`src/rtl/counter_load_ctrl.sv`:
```
// Upstream control for the loadable counter: synchronises and debounces a push-button,
// then issues one fixed-width load pulse per press carrying the switch value captured at that moment.
module counter_load_ctrl #(
  parameter int DATA_W            = 4,
  parameter int SYNC_STAGES       = 2,
  parameter int DEBOUNCE_CYCLES   = 16,
  parameter int LOAD_PULSE_CYCLES = 2
) (
  input  logic              clk,
  input  logic              reset,
  input  logic              btn_raw,
  input  logic [DATA_W-1:0] sw_data,
  input  logic              enable,
  output logic              load,
  output logic [DATA_W-1:0] load_data,
  output logic              busy,
  output logic [7:0]        load_count
);

  // One counter serves both the debounce windows and the pulse width.
  localparam int CNT_MAX = (DEBOUNCE_CYCLES > LOAD_PULSE_CYCLES) ? DEBOUNCE_CYCLES
                                                                 : LOAD_PULSE_CYCLES;
  localparam int CNT_W   = $clog2(CNT_MAX + 1);

  localparam logic [CNT_W-1:0] DEB_LAST   = CNT_W'(DEBOUNCE_CYCLES - 1);
  localparam logic [CNT_W-1:0] PULSE_LAST = CNT_W'(LOAD_PULSE_CYCLES - 1);

  typedef enum logic [1:0] {
    IDLE,
    DEBOUNCE,
    LOAD,
    WAIT_RELEASE
  } state_t;

  state_t                 state, state_next;
  logic [CNT_W-1:0]       cnt, cnt_next;
  logic [SYNC_STAGES-1:0] sync_q;
  logic                   btn_sync;
  logic                   capture;

  // NOTE: sequential state uses non-blocking assignments so every flop samples pre-edge values.
  always_ff @(posedge clk or posedge reset) begin
    if (reset) begin
      sync_q <= '0;
    end else begin
      sync_q <= {sync_q[SYNC_STAGES-2:0], btn_raw};
    end
  end

  assign btn_sync = sync_q[SYNC_STAGES-1];

  // NOTE: every output of this block gets a default first, so no path can infer a latch.
  always_comb begin
    state_next = state;
    cnt_next   = cnt;
    capture    = 1'b0;

    case (state)
      IDLE: begin
        if (btn_sync && enable) begin
          state_next = DEBOUNCE;
        end
      end

      DEBOUNCE: begin
        if (!btn_sync) begin
          state_next = IDLE;
        end else if (cnt == DEB_LAST) begin
          state_next = LOAD;
          capture    = 1'b1;
        end else begin
          cnt_next = cnt + CNT_W'(1);
        end
      end

      LOAD: begin
        if (cnt == PULSE_LAST) begin
          state_next = WAIT_RELEASE;
        end else begin
          cnt_next = cnt + CNT_W'(1);
        end
      end

      WAIT_RELEASE: begin
        // Any bounce back to pressed restarts the release window.
        if (btn_sync) begin
          cnt_next = '0;
        end else if (cnt == DEB_LAST) begin
          state_next = IDLE;
        end else begin
          cnt_next = cnt + CNT_W'(1);
        end
      end

      default: begin
        state_next = IDLE;
      end
    endcase

    if (state_next != state) begin
      cnt_next = '0;
    end
  end

  // load and busy are registered copies of the next-state decode, so they track state exactly
  // with no combinational path from any input.
  always_ff @(posedge clk or posedge reset) begin
    if (reset) begin
      state      <= IDLE;
      cnt        <= '0;
      load       <= 1'b0;
      busy       <= 1'b0;
      load_data  <= '0;
      load_count <= '0;
    end else begin
      state <= state_next;
      cnt   <= cnt_next;
      load  <= (state_next == LOAD);
      busy  <= (state_next != IDLE);
      if (capture) begin
        load_data  <= sw_data;
        load_count <= load_count + 8'd1;
      end
    end
  end

endmodule

```
`config.mk`:
```
export PLATFORM = sky130hd
export DESIGN_NAME = counter_load_ctrl
export DESIGN_NICKNAME = d
export VERILOG_FILES = /design/src/rtl/counter_load_ctrl.sv
export SDC_FILE = /design/constraint.sdc
export NUM_CORES = 1
export LEC_CHECK = 0
export CAP_MARGIN = 20
export CORE_ASPECT_RATIO = 0.7
export CORE_UTILIZATION = 46
export DETAILED_ROUTE_END_ITERATION = 10
export GPL_ROUTABILITY_DRIVEN = 0
export PLACE_DENSITY = 0.83
export SYNTH_ARGS = -nofsm -noshare
export SYNTH_HDL_FRONTEND = slang
export SYNTH_SLANG_ARGS = --single-unit
```
`constraint.sdc`:
```
create_clock -name clk -period 2 [get_ports clk]
set_input_delay 0.4 -clock clk [delete_from_list [all_inputs] [get_ports clk]]
set_output_delay 0.4 -clock clk [all_outputs]
set_load 0.01 [all_outputs]
```
==> flow_summary.ini, run 1 <==
[logic_synthesis]
yosysUniqueCellTypes = 36
ys_async_sr_fraction_pct = 100
synth_area_sq_mm = 0.00118
ys_seq_elements = 23
ys_top_cells_by_area = dfrtp_1 (49%), nand2_1 (6.0%), ha_1 (5.3%), xnor2_1 (4.4%), inv_1 (2.2%)
synth_edf_count = 0
synth_area_per_cell_sq_um = 10.2
yosys.area.top_type = dfrtp_1
seq_area_frac_synth_pct = 48.7
synthCells = 116
syn_nets = 129
ys_warn_count = 0
synth_top_area_share_pct = 48.7
synth_top_flop_cell = dfrtp_1

[worst_hold_path]
min_path_type = flop to flop
min_to = sync_q[1]$_DFF_PP0_
hold_depth = 0
min_from = sync_q[0]$_DFF_PP0_

[global_route]
overflow = 0
antenna_found_initial = 0
grt_pass1_wl_microns = 3930
grt_pass1_vias = 833
grtUsageTotal_pct = 18.9
grt_max_degree = 24

[critical_path]
path_delay_family = simple AND/OR/NAND/NOR gates
reg2regPathDepth = 8
crit_buf_inv = 1
required_ps = 2170
crit_path_top_delay_cell = dfrtp_1
reg2reg_to = cnt[0]$_DFFE_PP0P_
cp-end-kind = flop
max_stage_delay_ps = 440
r2r-start = cnt[1]$_DFFE_PP0P_
startpoint_type = flop
worstSetupPathType = flop to flop
arrival_ps = 2070
r2r_setup_slack_ps = 100
path_common_cell = o21ai_0
worstPathMaxFanout = 6
crit_chain = ha_1 -> and3_2 -> ha_2 -> buf_4 -> nor4bb_1 -> o21ai_0 -> o21ai_0 -> a211oi_2

[final_layout]
drive_gt1_share_pct = 13.4
layout.nets = 156
final_cell_mix = dfrtp_1 (23), clkdlybuf4s50_1 (21), nand2_1 (18)
mostFrequentLayoutCell = dfrtp_1
area_growth_syn_to_layout_pct = 26.0
n_antenna_cell = 0

[pwr]
p_per_area_mw_per_mm2 = 528
ir_drop_mv = 0.389
leakage_nw = 0.675
fin_total_pwr_mw = 0.787

[floorplan]
ios = 22
fp.dieArea_sq_mm = 0.00278
die_y_microns = 44.4
start_util_pct = 51.9
row_count = 14
die_width_microns = 62.6
core_area_sq_mm = 0.00228

[sta]
clock_skew_ps = 8.00
timing.final.ws_setup_ps = 101
finalCritPeriodShare_pct = 95.0
setup_viol = 0
fin_crit_ps = 1900
maxSlewViolCount = 0
max_freq_mhz = 527
finalSetupTns_ps = 0
worst_slew_margin_rel_pct = 66.1
hold_viol = 0
worstMarginPinSlew_ps = 508
rsz0062_at_grt = no

[place]
place_hpwl_microns = 1800
port-buffer-count = 21
dpl_worst_slack_ps = 123

[route]
vias = 887
drt-initial-drc-count = 31
viasPerCell = 5.10
drcViolationCount = 0
avgRoutedWirePerCell_microns = 13.5
wl_microns = 2340
drt_first_pass_iters = 4
ant_nets = 0

[clock_network]
h-tree-depth = 1
cts_setup_buffers = 0
cts.sinks = 23
cts_tree = done
cts_root_buf = clkbuf_4
clk_pin_slew_ps = 120
cts_made_buffers = 3
clock_latency_ps = 310
clockBufferDepth = 2

[run_status]
status = finished clean

[job]
maxCapViolCount = 0
## stage by stage
step,area [sq um],cells,util [%],hold WS (ps)
floorplan,1180,116,-,331
global route,1490,174,65.4,392
CTS,1480,174,64.9,382
global placement,1450,170,63.7,332
finish,1490,174,65.4,376
detailed placement,1450,170,63.7,354
## report_power, final
part | total (mW) | switching (mW) | leakage, nW | internal (mW)
Clock | 0.206 | 0.132 | 0.0177 | 0.0746
Sequential | 0.486 | 0.0113 | 0.291 | 0.475
Combinational | 0.0942 | 0.0478 | 0.366 | 0.0464
Total | 0.787 | 0.191 | 0.675 | 0.596
## how the worst max path moves through the flow
stage                       startpoint  depth (start not counted)                   endpoint
floorplan           cnt[0]$_DFFE_PP0P_                          8  load_count[4]$_DFFE_PP0P_
detailed placement  cnt[1]$_DFFE_PP0P_                          7             busy$_DFF_PP0_
finish              cnt[1]$_DFFE_PP0P_                          8         cnt[0]$_DFFE_PP0P_
CTS                 cnt[1]$_DFFE_PP0P_                          7         cnt[1]$_DFFE_PP0P_
global placement    cnt[1]$_DFFE_PP0P_                          8         cnt[0]$_DFFE_PP0P_
global route        cnt[1]$_DFFE_PP0P_                          8         cnt[0]$_DFFE_PP0P_
## layout make-up
type	count	area, sq um
fill	189	787
timing repair buffer	27	255
inverter	7	26.3
clock inverter	1	5.00
multi-input combinational	81	566
clock buffer	3	22.5
tap	32	40.0
sequential	23	576
## registers in the layout, indices dropped and copies added, names as in the netlist
signal / flops
load_count: 8
busy: 1
sync_q: 2
state: 2
load: 1
cnt: 5
load_data: 4
## cell usage after synthesis (2+ instances only)
cell and n:
o21ai_0 5, a21oi_1 4, a211oi_1 2, nand2_1 19
buf_2 2, and3_2 2, a31oi_1 2, inv_1 7
nand4_1 2, dfrtp_1 23, nor2_1 6, nor3b_1 2
xor2_1 3, nand3_1 5, xnor2_1 6, mux2i_1 2
ha_1 5
## worst reg2reg max path, stage by stage, from the launching register on
cell	delay (ps)
dfrtp_1	440
ha_1	220
and3_2	220
ha_2	190
buf_4	160
nor4bb_1	250
o21ai_0	110
o21ai_0	110
a211oi_2	60
## layer usage
metal	vias to the layer above	GRT usage, %	share of wire, %
li1	451	-	-
met1	415	24.0	48
met2	19	32.4	48
met3	2	5.93	3.8
met4	0	4.19	0.43
met5	-	0	0
## cell families after synthesis
kind of cell | after synthesis | share of synthesized area (%)
xor+xnor | 9 | 6.67
mux | 2 | 1.69
fa+ha+maj | 5 | 5.29
flops | 23 | 48.7
buf+inv | 12 | 4.44
compound gates | 20 | 11.5
simple gates | 45 | 21.7
## timing repair
item                       CTS  global route
resized for setup            0             4
setup endpoints to repair    0             3
hold buffers                 0             0
(Power assumes the default switching activity.)
==> inputs of run 2 (changes only) <==
SKIP_LAST_GASP = 1   (was unset)
==> flow_summary.ini, run 2 (synthesis gave the netlist of run 1 again) <==
[sta]
worstMarginPinSlew_ps = 509
finalCritPeriodShare_pct = 97.1
maxSlewViolCount = 0
clock_skew_ps = 8.01
max_freq_mhz = 515
hold_viol = 0
setup_viol = 0
holdWs_ps = 376
rsz0062_at_grt = yes
worst_slew_margin_rel_pct = 66.1
fin_crit_ps = 1940

[run_status]
status = finished clean

[critical_path]
max_stage_delay_ps = 440
r2r-start = cnt[1]$_DFFE_PP0P_
path_delay_family = simple AND/OR/NAND/NOR gates
reg2regPathDepth = 8
startpoint_type = flop
startpoint = cnt[1]$_DFFE_PP0P_
worstPathMaxFanout = 6
crit_path_top_delay_cell = dfrtp_1
required_ps = 2170
crit_end = cnt[0]$_DFFE_PP0P_
r2r_setup_slack_ps = 60
arrival_ps = 2110
crit_buf_inv = 1
cp.depth = 8
reg2reg_to = cnt[0]$_DFFE_PP0P_
crit_chain = ha_1 -> and3_2 -> ha_1 -> buf_4 -> nor4bb_1 -> o21ai_0 -> o21ai_0 -> a211oi_2
cp-end-kind = flop
worstSetupPathType = flop to flop

[floorplan]
core_area_sq_mm = 0.00228
fp.dieArea_sq_mm = 0.00278
ios = 22
die_y_microns = 44.4
die_width_microns = 62.6
row_count = 14
start_util_pct = 51.9

[final_layout]
final_cell_mix = dfrtp_1 (23), clkdlybuf4s50_1 (21), nand2_1 (18)
layout.nets = 156
fillers = 191
largest_registers = load_count: 8 flops, cnt: 5 flops, load_data: 4 flops
area_growth_syn_to_layout_pct = 25.8
fin_area_sq_mm = 0.00149
largest_reg_flops = 8
multi_input_area_sq_um = 563
top_register = load_count
fin_cells = 174
seq_area_sq_um = 576
drive_gt1_share_pct = 12.7
mostFrequentLayoutCell = dfrtp_1
n_antenna_cell = 0

[place]
place_area_sq_mm = 0.00145
dp_cells = 170
place_hpwl_microns = 1800
port-buffer-count = 21

[route]
viasPerCell = 5.13
avgRoutedWirePerCell_microns = 13.4
drt-initial-drc-count = 31
drcViolationCount = 0
ant_nets = 0
vias = 892
drt_first_pass_iters = 4
wl_microns = 2340

[clock_network]
cts_made_buffers = 3
cts.sinks = 23
clockBufferDepth = 2
cts_root_buf = clkbuf_4
clk_pin_slew_ps = 120
clock_latency_ps = 310
cts_tree = done
h-tree-depth = 1
cts_setup_buffers = 0

[global_route]
overflow = 0
grtUsageTotal_pct = 18.9
grt_max_degree = 24
grt_pass1_wl_microns = 3930
antenna_found_initial = 0
grt_pass1_vias = 833

[pwr]
p_per_area_mw_per_mm2 = 529
fin_total_pwr_mw = 0.786
leakage_nw = 0.677
ir_drop_mv = 0.389

[job]
maxCapViolCount = 0

[worst_hold_path]
min_path_type = flop to flop
## run 2: cell types whose count changed in the layout (fill, tap and decap cells not counted)
cell,before,now
ha_1,4,5
ha_2,1,0
## run 2: worst min path at each step
stage | start | slack, ps | cells after the start | to
finish | sync_q[0]$_DFF_PP0_ | 380 | 0 | sync_q[1]$_DFF_PP0_
global route | sync_q[0]$_DFF_PP0_ | 390 | 0 | sync_q[1]$_DFF_PP0_
CTS | sync_q[0]$_DFF_PP0_ | 380 | 0 | sync_q[1]$_DFF_PP0_
detailed placement | sync_q[0]$_DFF_PP0_ | 350 | 0 | sync_q[1]$_DFF_PP0_
global placement | sync_q[0]$_DFF_PP0_ | 330 | 0 | sync_q[1]$_DFF_PP0_
floorplan | sync_q[0]$_DFF_PP0_ | 330 | 0 | sync_q[1]$_DFF_PP0_
## run 2: metal layers
layer | GRT usage [%] | vias up | routed length (microns)
li1 | - | 453 | -
met1 | 24.0 | 418 | 1120
met2 | 32.4 | 19 | 1120
met3 | 5.93 | 2 | 90
met4 | 4.19 | 0 | 10
met5 | 0 | - | 0
## run 2: final cells by class
class	count	share of cell area [%]
clock inverters	1	0.336
flip-flops and latches	23	38.7
well taps	32	2.69
inverters	7	1.77
multi-input cells	81	37.8
clock buffers	3	1.51
repair buffers	27	17.2
## run 2: stage by stage
stage          util (%)  TNS [ps]  worst slack (ps)
2_1_floorplan         -         0               128
3_3_place_gp       63.7         0               186
3_5_place_dp       63.7         0               123
4_1_cts            64.9         0              78.4
5_1_grt            65.3     -18.8             -17.2
6_report           65.3         0              57.8
## run 2: timing repair
item	CTS	global route
resized for setup	0	3
hold buffers	0	0
setup endpoints to repair	0	3
## run 2: where the power goes
group	switching, mW	internal, mW	total (mW)
Combinational	0.0474	0.0464	0.0938
Clock	0.132	0.0746	0.206
Sequential	0.0113	0.475	0.486
==> patch 1, RTL diff (settings of run 2) <==
Set the parameter `DEBOUNCE_CYCLES` to 32 (it was 16).
--- a/src/rtl/counter_load_ctrl.sv
+++ b/src/rtl/counter_load_ctrl.sv
@@ -4,5 +4,5 @@
   parameter int DATA_W            = 4,
   parameter int SYNC_STAGES       = 2,
-  parameter int DEBOUNCE_CYCLES   = 16,
+  parameter int DEBOUNCE_CYCLES   = 32,
   parameter int LOAD_PULSE_CYCLES = 2
 ) (
Formal check against the unedited RTL: same outputs for any inputs over 10 cycles, from zero or initial values and one cycle with reset high; that may be too few to reach the edited logic, so the function may still have changed.
==> patch 1 against run 2 <==
- clock skew decreased by 4.7 ps
- setup slack improved by 48 ps
- synthesized cell count increased by 8.6%
- sequential cell count increased by 1
- area after synthesis increased by 12%
- power increased by 18%
- wire length increased by 33%
- final area increased by 11%
- die area increased by 12%
- highest routed layer unchanged
- via count increased by 26%
- critical path type unchanged
==> patch 1: results (changes against run 2) <==
{
  "met3WireLength": {"value": 228, "unit": "um", "change": "was 90 um"},
  "routed-via-count": {"value": 1123, "change": "was 892"},
  "run_status": {"value": "finished clean", "change": "unchanged"},
  "ys_top_cells_by_area": {"value": "dfrtp_1 45%, mux2_1 5.1%, xnor2_1 4.0%", "change": "was dfrtp_1 49%, nand2_1 6.0%, ha_1 5.3%"},
  "seqAreaFraction": {"value": 0.364, "change": "was 0.387"},
  "ys_seq_elements": {"value": 24, "change": "was 23"},
  "netlist-cell-type-count": {"value": 45, "change": "was 36"},
  "worst_path_largest_cell_delay": {"value": 420, "unit": "ps", "change": "was 440 ps"},
  "cts.clk_slew.worst_paths": {"value": 80, "unit": "ps", "change": "was 120 ps"},
  "dieWidth": {"value": 66.3, "unit": "um", "change": "was 62.6 um"},
  "finClkSkew": {"value": 3.29, "unit": "ps", "change": "was 8.01 ps"},
  "clkCellAreaFrac": {"value": 0.0333, "change": "was 0.0185"},
  "cp.arrival": {"value": 2060, "unit": "ps", "change": "was 2110 ps"},
  "final_cell_count_no_fill": {"value": 184, "change": "was 174"},
  "netSwitchingPower": {"value": 0.220, "unit": "mW", "change": "was 0.190 mW"},
  "multi_input_comb_cells": {"value": 91, "change": "was 81"},
  "grt_start_max_net_pins": {"value": 25, "change": "was 24"},
  "clk_root_buffer_cell": {"value": "clkbuf_8", "change": "was clkbuf_4"},
  "num-fill-cells": {"value": 207, "change": "was 191"},
  "cell_at_the_slowest_stage_of_the_critical_path": {"value": "dfrtp_2", "change": "was dfrtp_1"},
  "vdd_ir_drop_max": {"value": 0.370, "unit": "mV", "change": "was 0.389 mV"},
  "num-nets-final": {"value": 162, "change": "was 156"},
  "met2_length": {"value": 1470, "unit": "um", "change": "was 1120 um"},
  "clkPwrFrac": {"value": 0.361, "change": "was 0.262"},
  "synthMuxAreaShare": {"value": 0.0508, "change": "was 0.0169"},
  "clk-insertion-delay-late": {"value": 270, "unit": "ps", "change": "was 310 ps"},
  "sequentialPowerShare": {"value": 0.544, "change": "was 0.618"},
  "detailedRoute.firstIterationViolations": {"value": 117, "change": "was 31"},
  "synth-compound-area-share": {"value": 0.170, "change": "was 0.115"},
  "synthesis.nets": {"value": 137, "change": "was 129"},
  "wl_met1": {"value": 1360, "unit": "um", "change": "was 1120 um"},
  "yosysSeqAreaShare": {"value": 0.452, "change": "was 0.487"},
  "post_dr_wirelength_cell": {"value": 16.9, "unit": "um", "change": "was 13.4 um"},
  "largestRegisters": {"value": "load_count: 8 flops, cnt: 6 flops, load_data: 4 flops", "change": "was load_count: 8 flops, cnt: 5 flops, load_data: 4 flops"},
  "ys_top_cells_by_count": {"value": "24 x dfrtp_1, 9 x a21oi_1", "change": "was 23 x dfrtp_1, 19 x nand2_1, 7 x inv_1, 6 x nor2_1, 6 x xnor2_1"},
  "place.detailed.hpwl": {"value": 2160, "unit": "um", "change": "was 1800 um"},
  "area_share_nonclk_buffers": {"value": 0.154, "change": "was 0.172"},
  "highest_net_fanout_along_the_worst_path": {"value": 7, "change": "was 6"}
}
-- patch 1: path summary, 6_finish.rpt --
check	start	to	slack [ps]	depth (start not counted)
min in group asynchronous	reset	load_data[2]	470	3
max	cnt[0]	cnt[0]	110	5
max reg2reg	cnt[0]	cnt[0]	110	5
min reg2reg	sync_q[0]	sync_q[1]	360	0
min	sync_q[0]	sync_q[1]	360	0
max in group asynchronous	reset	cnt[0]	1280	3
-- patch 1: metal layers --
layer	up-vias	GRT usage
li1	518	-
met1	548	0.319
met2	48	0.357
met3	9	0.0728
met4	0	0.0894
met5	-	0
-- patch 1: per-stage QoR --
step	util	power [mW]	setup slack (ps)
6_report	0.639	0.931	106
5_1_grt	0.639	0.972	38.1
4_1_cts	0.637	0.936	42.0
3_5_place_dp	0.616	0.602	-32.0
3_3_place_gp	0.616	0.597	92.3
2_1_floorplan	-	0.563	227
==> patch 2, RTL diff (settings of run 2) <==
Without the edit above. Register the input `enable` before use. The logic sees it one clock later. The other inputs are not delayed to match.
--- a/src/rtl/counter_load_ctrl.sv
+++ b/src/rtl/counter_load_ctrl.sv
@@ -33,4 +33,10 @@
   } state_t;
 
+  logic enable_q;
+
+  always_ff @(posedge clk) begin
+    enable_q <= enable;
+  end
+
   state_t                 state, state_next;
   logic [CNT_W-1:0]       cnt, cnt_next;
@@ -58,5 +64,5 @@
     case (state)
       IDLE: begin
-        if (btn_sync && enable) begin
+        if (btn_sync && enable_q) begin
           state_next = DEBOUNCE;
         end
Check against the original RTL: not equivalent (Yosys sat finds a counterexample within 4 cycles, from zero or initial values and one cycle with reset high).
==> patch 2 against run 2 <==
- synthesized cell count is 4.3% higher
- power is 34% higher
- critical path depth is 1 lower
- sequential cell count is 1 higher
- critical endpoint is now busy
- final area is 9.6% higher
- area after synthesis is 4.3% higher
- die area is 4.2% higher
- wire length is 8.5% higher
- setup slack better by 48 ps
==> patch 2: results (changes against run 2) <==
{
  "run_status": {"value": "finished clean", "change": "unchanged"},
  "cts.clk_slew.worst_paths": {"value": 80, "unit": "ps", "change": "was 120 ps"},
  "area_share_nonclk_buffers": {"value": 0.175, "change": "was 0.172"},
  "ys_top_cells_by_count": {"value": "23 x dfrtp_1, 23 x nand2_1, 8 x a21oi_1", "change": "was 23 x dfrtp_1, 19 x nand2_1, 7 x inv_1, 6 x nor2_1, 6 x xnor2_1"},
  "vdd_ir_drop_max": {"value": 0.575, "unit": "mV", "change": "was 0.389 mV"},
  "yosysSeqAreaShare": {"value": 0.483, "change": "was 0.487"},
  "netSwitchingPower": {"value": 0.224, "unit": "mW", "change": "was 0.190 mW"},
  "sequentialPowerShare": {"value": 0.488, "change": "was 0.618"},
  "seqAreaFraction": {"value": 0.365, "change": "was 0.387"},
  "signal_buffers": {"value": 31, "change": "was 27"},
  "synthesis.instances": {"value": 121, "change": "was 116"},
  "inverters_excl_clock": {"value": 6, "change": "was 7"},
  "synthArstFlopShare": {"value": 0.958, "change": "was 1.00"},
  "grt_pass1_vias": {"value": 896, "change": "was 833"},
  "setup.worst_path.end": {"value": "busy", "change": "was cnt[0]"},
  "post_dr_wirelength_cell": {"value": 13.7, "unit": "um", "change": "was 13.4 um"},
  "multi_input_comb_cells": {"value": 86, "change": "was 81"},
  "clkCellAreaFrac": {"value": 0.0437, "change": "was 0.0185"},
  "regToRegSetupSlack": {"value": 110, "unit": "ps", "change": "was 60 ps"},
  "place.detailed.hpwl": {"value": 1850, "unit": "um", "change": "was 1800 um"},
  "num-fill-cells": {"value": 181, "change": "was 191"},
  "dpl.cell_count": {"value": 181, "change": "was 170"},
  "clk_root_buffer_cell": {"value": "clkbuf_8", "change": "was clkbuf_4"},
  "syn-mean-instance-area": {"value": 10.2, "unit": "um2", "change": "about the same"},
  "synthesis.nets": {"value": 134, "change": "was 129"},
  "post-place-ws": {"value": 46.0, "unit": "ps", "change": "was 123 ps"},
  "multi_input_logic_area": {"value": 613, "unit": "um2", "change": "was 563 um2"},
  "highest_net_fanout_along_the_worst_path": {"value": 3, "change": "was 6"},
  "num-nets-final": {"value": 165, "change": "was 156"},
  "dpl_cell_area": {"value": 1530, "unit": "um2", "change": "was 1450 um2"}
}
==> patch 2: worst min-delay path by stage <==
stage               from         to  slack (ps)  cells past startpoint
2_1_floorplan  sync_q[0]  sync_q[1]         330                      0
3_3_place_gp   sync_q[0]  sync_q[1]         330                      0
3_5_place_dp   sync_q[0]  sync_q[1]         350                      0
4_1_cts        sync_q[0]  sync_q[1]         370                      0
5_1_grt        sync_q[0]  sync_q[1]         370                      0
6_report       sync_q[0]  sync_q[1]         360                      0
==> patch 2: layer usage <==
layer  track usage  routed length, um  vias up
met5             0                  0        -
met4        0.0591                 20        0
met3        0.0657                143        5
met2         0.321               1190       30
met1         0.258               1180      446
li1              -                  -      476
==> patch 2: cell families (layout without fill, tap and decap cells) <==
logic type,count (synthesis),count (layout),share of synthesized area
AOI/OAI and AO/OA,19,19,0.108
xor gates and xnor gates,7,7,0.0497
adders and majority gates,7,7,0.0680
buffers and inverters,11,41,0.0436
DFF,24,24,0.483
muxes,1,1,0.00811
and+or+nand+nor,52,52,0.240
